===== src/rtl/stream_demux.sv =====
// Registered 1-to-N stream demultiplexer with valid/ready handshaking.
// Beats are steered by an explicit select or by an internal round-robin pointer.
module stream_demux #(
    parameter int unsigned DATA_W = 8,
    parameter int unsigned N_CH   = 8,
    parameter int unsigned SEL_W  = $clog2(N_CH)
) (
    input  logic                     clk,
    input  logic                     rst,
    input  logic                     mode,
    input  logic [DATA_W-1:0]        in_data,
    input  logic [SEL_W-1:0]         in_sel,
    input  logic                     in_valid,
    output logic                     in_ready,
    output logic [N_CH*DATA_W-1:0]   out_data,
    output logic [N_CH-1:0]          out_valid,
    input  logic [N_CH-1:0]          out_ready,
    output logic [SEL_W-1:0]         rr_ptr,
    output logic                     sel_err
);

    // Select space padded to a power of two so out-of-range targets index safely.
    localparam int unsigned NPad = 1 << SEL_W;

    logic [SEL_W-1:0]  tgt;
    logic              tgt_ok;
    logic              accept;
    logic [NPad-1:0]   valid_pad;
    logic [NPad-1:0]   ready_pad;

    logic [N_CH-1:0]   valid_q, valid_d;
    logic [N_CH-1:0]   load;
    logic [DATA_W-1:0] data_q [N_CH];
    logic [SEL_W-1:0]  ptr_q, ptr_d;
    logic              err_q, err_d;

    // Readiness looks only at the targeted lane, so a stalled lane blocks only its own beats.
    always_comb begin
        tgt       = mode ? ptr_q : in_sel;
        tgt_ok    = (32'(tgt) < N_CH);
        valid_pad = '0;
        ready_pad = '0;
        valid_pad[N_CH-1:0] = valid_q;
        ready_pad[N_CH-1:0] = out_ready;
        in_ready  = ~tgt_ok | ~valid_pad[tgt] | ready_pad[tgt];
        accept    = in_valid & in_ready;
    end

    always_comb begin
        load    = '0;
        valid_d = valid_q;
        for (int unsigned k = 0; k < N_CH; k++) begin
            load[k]    = accept & tgt_ok & (tgt == SEL_W'(k));
            valid_d[k] = load[k] | (valid_q[k] & ~out_ready[k]);
        end
        ptr_d = ptr_q;
        if (accept && mode) begin
            ptr_d = (ptr_q == SEL_W'(N_CH - 1)) ? '0 : ptr_q + SEL_W'(1);
        end
        err_d = accept & ~tgt_ok;
    end

    always_ff @(posedge clk) begin
        if (rst) begin
            valid_q <= '0;
            ptr_q   <= '0;
            err_q   <= 1'b0;
            for (int unsigned k = 0; k < N_CH; k++) begin
                data_q[k] <= '0;
            end
        end else begin
            valid_q <= valid_d;
            ptr_q   <= ptr_d;
            err_q   <= err_d;
            for (int unsigned k = 0; k < N_CH; k++) begin
                if (load[k]) begin
                    data_q[k] <= in_data;
                end
            end
        end
    end

    always_comb begin
        out_data = '0;
        for (int unsigned k = 0; k < N_CH; k++) begin
            out_data[k*DATA_W +: DATA_W] = data_q[k];
        end
    end

    assign out_valid = valid_q;
    assign rr_ptr    = ptr_q;
    assign sel_err   = err_q;

endmodule


===== config.mk =====
export PLATFORM = sky130hd
export DESIGN_NAME = stream_demux
export DESIGN_NICKNAME = d
export VERILOG_FILES = /design/src/rtl/stream_demux.sv
export SDC_FILE = /design/constraint.sdc
export NUM_CORES = 1
export LEC_CHECK = 0
export CORE_ASPECT_RATIO = 0.8
export CORE_MARGIN = 4
export CORE_UTILIZATION = 39
export CTS_BUF_LIST = sky130_fd_sc_hd__clkbuf_8
export CTS_CLUSTER_DIAMETER = 80
export DETAILED_ROUTE_END_ITERATION = 8
export HOLD_SLACK_MARGIN = 0.06
export PLACE_DENSITY_LB_ADDON = 0.15
export SETUP_SLACK_MARGIN = 0.15
export SYNTH_ARGS = -nofsm -noshare
export SYNTH_HDL_FRONTEND = slang
export SYNTH_SLANG_ARGS = --single-unit

===== constraint.sdc =====
create_clock -name clk -period 4.46 [get_ports clk]
set_clock_uncertainty 0.2 [all_clocks]
set_input_delay 0.669 -clock clk [delete_from_list [all_inputs] [get_ports clk]]
set_output_delay 0.669 -clock clk [all_outputs]
set_load 0.005 [all_outputs]

---- Word level (Yosys, flattened, before mapping) ----
Memories as Yosys holds them, arrays and structs flattened.
Index checks and enable logic that the tools add are counted.
storage, ports and cells
  register bits ........................... 11
  bits of input ports ..................... 23
  output and inout bits ................... 77
  memories kept ........................... 1
  RAM bits ................................ 64
  logic and storage cells ................. 98
memories
  memory  depth  width  rd ports  clocked after Yosys merged registers in  wr ports  RTL line  text
  data_q  8      8      8         0                                        8         33        logic [DATA_W-1:0] data_q [N_CH];
operators by class
  equality and inequality tests ........... 8
  add/subtract/negate cells ............... 1
  reductions and logical operators ........ 2
  bitwise gates (word level) .............. 43
  muxes and demuxes ....................... 40
  $lt $le $gt $ge ......................... 1
operators with widths
  kind                 count
  $mux 8               8
  $mux 1               28
  $and 1x1->1          17
  $or 1x1->1           17
  $eq 3x3->1 const B   5
  $not 1->1            9
  $bmux 1 s3           2
  $eq 3x2->1 const B   2
  $mux 3               2
  $lt 3x4->1 const B   1
  $add 3x1->3 const B  1
  $eq 3x1->1 const B   1
  $logic_not 3->1      1
  $logic_and 1x1->1    1

---- Depth between registers and ports, before layout ----
  depth in word-level cells ............... 11
  gate-level depth with buffers ........... 7
  depth with buffers taken out ............ 6

---- Worst setup path before layout ----
Ideal clock, no wire load.
  kind .................................... in2out
  start point ............................. input mode
  end point ............................... output in_ready
  stages .................................. 5
  data required time ...................... 3.591 ns
  setup slack ............................. 1.669 ns
  arrival time ............................ 1.922 ns
  cells stage by stage .................... nand2b_1 > a21boi_2 > mux4_2 > and2_1 > a21oi_1
on the way
  word-level cells in the longest chain between the ends .. 5
RTL lines
  item                          RTL line  text
  start: declaration            10        input logic mode,
  $mux 3 *                      39        tgt = mode ? ptr_q : in_sel;
  $bmux 1 s3                    45        in_ready = ~tgt_ok | ~valid_pad[tgt] | ready_pad[tgt];
  $mux 1 (not written as such)  45
  $not 1->1                     45
  $or 1x1->1 *                  45
  end: declaration              14        output logic in_ready,
Every way passes the cells marked *; elsewhere a longest branch is shown, timed or not. The select of a mux whose other input is x is not followed.

---- Worst setup path in the final report ----
Ends and elaborated chain as after synthesis.

==> impl_metrics.ini <==
[synth]
synth_top_family_by_area = simple AND/OR/NAND/NOR gates
async_flop_share_pct = 0
synth_mux_area_share_pct = 2.14
synthTopCellsByCount = edfxtp_1 (64), nor2_1 (50), nand2b_1 (29), dfxtp_1 (11)
yosysTopAreaCellShare_pct = 63.1
yosys_register_bits = 75
yosysUniqueCellTypes = 34
synth_compound_area_share_pct = 7.43
ys_seq_area_share_pct = 70.3
synthXorXnorAreaFrac_pct = 0
synth_simple_gate_area_share_pct = 17.3
mappedNetlistArea_um2 = 3050
ys_warn_count = 0
synthAdderAreaFrac_pct = 0.821
yosysMostFrequentCell = edfxtp_1
synth_edf_count = 64
syn_nets = 253
ys.flop_type = edfxtp_1
synthCells = 228
yosysTopAreaCell = edfxtp_1
synth_area_per_cell_um2 = 13.4
synthTopCellsByArea = edfxtp_1 (63%), dfxtp_1 (7.2%), nor2_1 (6.2%)

[placed_design]
globalplace.congestion = 0.825
dpl_cell_area_um2 = 4140
pre_cts_slack_ps = 557
hpwlAfterDp_mm = 5.63
port-buffer-count = 98

[critical_path]
rrSetupSlack_ps = 1640
r2r_end = data_q[0][30]
critical_path.most_common_cell = clkdlybuf4s50_1
startpoint = mode
crit_chain = clkdlybuf4s50_1 > buf_4 > or3b_2 > a21boi_0 > a2111oi_2 > and2_1 > a21oi_1 > clkdlybuf4s50_1
worstPathArrival_ps = 3040
worstPathRequired_ps = 3590
start_kind = primary input
r2r_cells = 6
crit_type = in -> out
endpoint_kind = primary output
cpPeakStageDelay_ps = 520
slowest_stage = clkdlybuf4s50_1
crit-reg2reg-launch = rr_ptr[0]
path_max_fanout = 13

[power]
leakagePower_nw = 1.55
power-per-cell-area_nw_per_um2 = 335
ir_drop_v = 0.000162

[drt]
drt_wl_total_mm = 7.69
dr.pass1.iters = 4
wl_met2_mm = 3.50
drt-initial-drc-count = 170
drcViolationCount = 0
met1_length_mm = 3.54
routed-via-count = 2155
top_layer_used = met4
wl_per_cell_um = 17.4
wl_met3_um = 610
final_antenna_net_count = 0
detail_route.vias_per_cell = 4.88

[clock_tree]
cts_hold_repair.buffers = 0
clk_path_buf_depth = 2
htree_num_levels = 3
post-cts-setup-buffers = 0
cts_resized = 0
cts.clk_slew.worst_paths_ps = 70
cts-root-buf = clkbuf_8
cts_made_buffers = 9
cts_tree = done
clk_latency_ps = 340
cts.sinks = 75

[timing]
relSlewSlack_pct = 37.4
hold_slack_ps = 310
layout_setup_ws_ps = 549
fin_setup_tns_ps = 0
period_share_pct = 87.7
timing_hold_violations_final = 0
post-route-min-period_ps = 3910
rsz0062_at_grt = no
drv_slew = 0
worstMarginPinSlew_ps = 936
finalSetupViolCount = 0
timing.fmax_ghz = 0.256

[global_routing]
antenna_found_initial = 0
grt_pass1_wl_mm = 11.8
grt_pass1_vias = 2157
grt_remaining_overflow = 0
grt_start_max_net_pins = 31
grtUsageTotal_pct = 17.1

[hold_path]
hp-start = out_valid[0]
hold_depth = 2
hold_path.class = reg -> reg
hold-path-endpoint = out_valid[0]

[floorplan]
num_io_pins = 100
dieArea_um2 = 9300
dieHeight_um = 87.1
dieWidth_um = 107
core_um2 = 7500
row_count = 28
start_util_pct = 40.6

[layout]
final_nets = 358
drive_gt1_share_pct = 10.7
area_delta_synth_final_pct = 41.4
fin_area_um2 = 4310
antenna-diode-count = 0

[flow_run]
max_cap_viol_count = 0

[run_status]
status = finished clean
-- worst max-delay path: cells and delay by family --
| kind | cells | cell delay [ps] |
|---|---|---|
| compound gates | 3 | 520 |
| simple gates | 2 | 640 |
| buf+inv | 3 | 1200 |
-- final cells by class --
class                      count  area, µm²
multi-input combinational    139        847
timing repair buffer          99        988
fill                         678       3190
clock inverter                 6       42.5
sequential                    75       2140
clock buffer                   9        124
tap                          105        131
inverter                       9       33.8
-- metal layers --
layer | global-route usage [%] | up-vias
met5 | 0 | -
met4 | 2.79 | 0
met3 | 7.41 | 6
met2 | 25.3 | 76
met1 | 23.9 | 1060
li1 | - | 1013
-- registers in the layout, indices dropped and copies added (netlist names) --
name / cells
data_q: 64
out_valid: 8
rr_ptr: 3
-- per-stage QoR --
step | power [W] | util (%) | instances
after floorplan | 0.000894 | - | 228
after detailed placement | 0.00101 | 55.3 | 427
after CTS | 0.00146 | 57.5 | 442
final | 0.00144 | 57.5 | 442
after global placement | 0.00101 | 55.3 | 427
after global routing | 0.00150 | 57.5 | 442
-- logic make-up after synthesis --
group,after synthesis
and+or+nand+nor,104
DFF,75
AOI/OAI and AO/OA,28
buffers and inverters,14
muxes,4
adders and majority gates,2
other,1
-- worst max path at each step --
stage / to / depth (start not counted) / slack (ps)
detailed placement: in_ready / 8 / 560
floorplan: in_ready / 5 / 1670
CTS: in_ready / 8 / 550
global placement: in_ready / 8 / 570
finish: in_ready / 8 / 550
global route: in_ready / 7 / 390
-- cell usage in the layout (no fill, tap or decap), types with 2 or more instances in the layout --
cell             netlist  routed
a21boi_2               3       3
edfxtp_1              64      64
clkbuf_8               0       9
ha_1                   2       2
dfxtp_1               11      11
a31oi_1                2       2
o21ai_0                4       4
nand2_2                6       6
nand4b_1               2       2
mux4_2                 2       2
nor2_1                50      50
nand2_1                4       4
a21oi_1                9       9
clkdlybuf4s50_1        0      98
a21oi_4                2       2
mux2i_1                2       2
nand2b_1              29      29
inv_1                  9       9
a2111oi_2              2       2
clkinv_2               0       2
a21boi_0               3       3
clkinvlp_4             0       2
nor2b_1                2       2
nand4_1                2       2
nand3b_1               3       3
-- power breakdown --
part / internal [W] / leakage, nW / total, W / switching (W)
clock network: 0.000199 / 0.0815 / 0.000447 / 0.000247
registers: 0.000798 / 0.754 / 0.000815 / 0.0000167
logic: 0.0000970 / 0.716 / 0.000180 / 0.0000831
(Power assumes the default switching activity.)
==> variant: new RTL, config.mk and constraints unchanged <==
`DATA_W`: 8 -> 12.
--- a/src/rtl/stream_demux.sv
+++ b/src/rtl/stream_demux.sv
@@ -1,7 +1,7 @@
 // Registered 1-to-N stream demultiplexer with valid/ready handshaking.
 // Beats are steered by an explicit select or by an internal round-robin pointer.
 module stream_demux #(
-    parameter int unsigned DATA_W = 8,
+    parameter int unsigned DATA_W = 12,
     parameter int unsigned N_CH   = 8,
     parameter int unsigned SEL_W  = $clog2(N_CH)
 ) (
Ports: changed (resized in_data and out_data); port bits go from 100 to 136. The function was not compared with the original's and may differ.
==> variant against the unedited design <==
  * Register-to-register slack got worse by 130 ps
  * Sequential cell count increased by 32
  * Worst hold slack improved by 4.1 ps
  * Total power increased by 41%
  * Global-route usage decreased by 0.25 points
  * Routed wire length increased by 38%
  * Synthesized cell count increased by 31%
  * Largest power group unchanged
  * Cell area increased by 36%
  * Critical endpoint unchanged
  * Via count increased by 30%
  * Worst setup slack got worse by 2.8 ps
  * Synthesized area increased by 38%
==> variant: results <==
[yosys]
syn-num-nets = 328

[finish]
num-nonclk-inverters = 13
area_share_nonclk_buffers_pct = 23.0
multi_input_comb_area_sq_um = 976
clk_share_pct = 3.54
largest_reg_flops = 96
regArea_sq_um = 3100
fillers = 879
multi_input_cells = 167

[routing]
m1WireLength_um = 4810
wl_um = 10700
drt_iter0_markers = 228
dr_total_vias = 2799

[setup_path]
crit_fanout = 4
reg2reg_to = "data_q[0][3]$_SDFFCE_PN0P_"
regToRegSetupSlack_ps = 1510

[place]
io_buffers = 134
dp_hpwl_um = 7690
globalplace.congestion = 0.926

[global_routing]
track_usage_pct = 16.8
grtUsageMet3_pct = 6.14
grt_pass1_wl_um = 15800
grtUsageMet2_pct = 25.9
grt_max_degree = 35
grt_pass1_vias = 2742

[clock_network]
cts_num_sinks = 107

[sta]
whs_ps = 314

[power]
power.leakage_nw = 2.11

[run_status]
status = "complete, no violations"
-- variant: cell types whose count changed after synthesis, moves of 2 or more --
cell      change
buf_6         +5
edfxtp_1     +32
inv_1         +4
nand2b_1      +4
nor2_1       +16
nor2_2        +8
o21ai_0       -2
o21ai_1       +2
-- variant: cell families after synthesis --
| logic type | synth area share [%] |
|---|---|
| mux | 1.54 |
| flops | 73.6 |
| compound gates | 5.28 |
| other cells | 0.0889 |
| simple gates | 15.6 |
| buf+inv | 3.26 |
| fa+ha+maj | 0.593 |
-- variant: critical path: stages --
cell	delay, ps
clkdlybuf4s50_1	490
nand2b_1	160
a21boi_2	280
mux4_2	600
and2_1	190
a21oi_1	130
clkdlybuf4s50_1	520
-- variant: worst max path at each step --
stage                                       end      start  slack, ps  depth (start not counted)
CTS                                    in_ready       mode        530                          7
detailed placement                     in_ready       mode        520                          7
floorplan           data_q[0][12]$_SDFFCE_PN0P_       mode       1620                          6
global placement                       in_ready       mode        580                          7
finish                                 in_ready       mode        550                          7
global route                           in_ready  in_sel[0]        400                          7
-- variant: report_power, final --
group | internal (mW) | leakage (nW) | switching (mW) | total [mW]
Clock | 0.310 | 0.105 | 0.318 | 0.628
Combinational | 0.127 | 0.922 | 0.112 | 0.239
Sequential | 1.15 | 1.09 | 0.0219 | 1.17
Total | 1.58 | 2.11 | 0.452 | 2.04
-- variant: stage by stage --
| step | utilization [%] | power (mW) | cell area (sq um) | cells |
|---|---|---|---|---|
| 2_1_floorplan | - | 1.27 | 4220 | 299 |
| 3_3_place_gp | 54.3 | 1.43 | 5650 | 562 |
| 3_5_place_dp | 54.3 | 1.43 | 5650 | 562 |
| 4_1_cts | 56.3 | 2.05 | 5860 | 578 |
| 5_1_grt | 56.3 | 2.12 | 5860 | 578 |
| 6_report | 56.3 | 2.04 | 5860 | 578 |
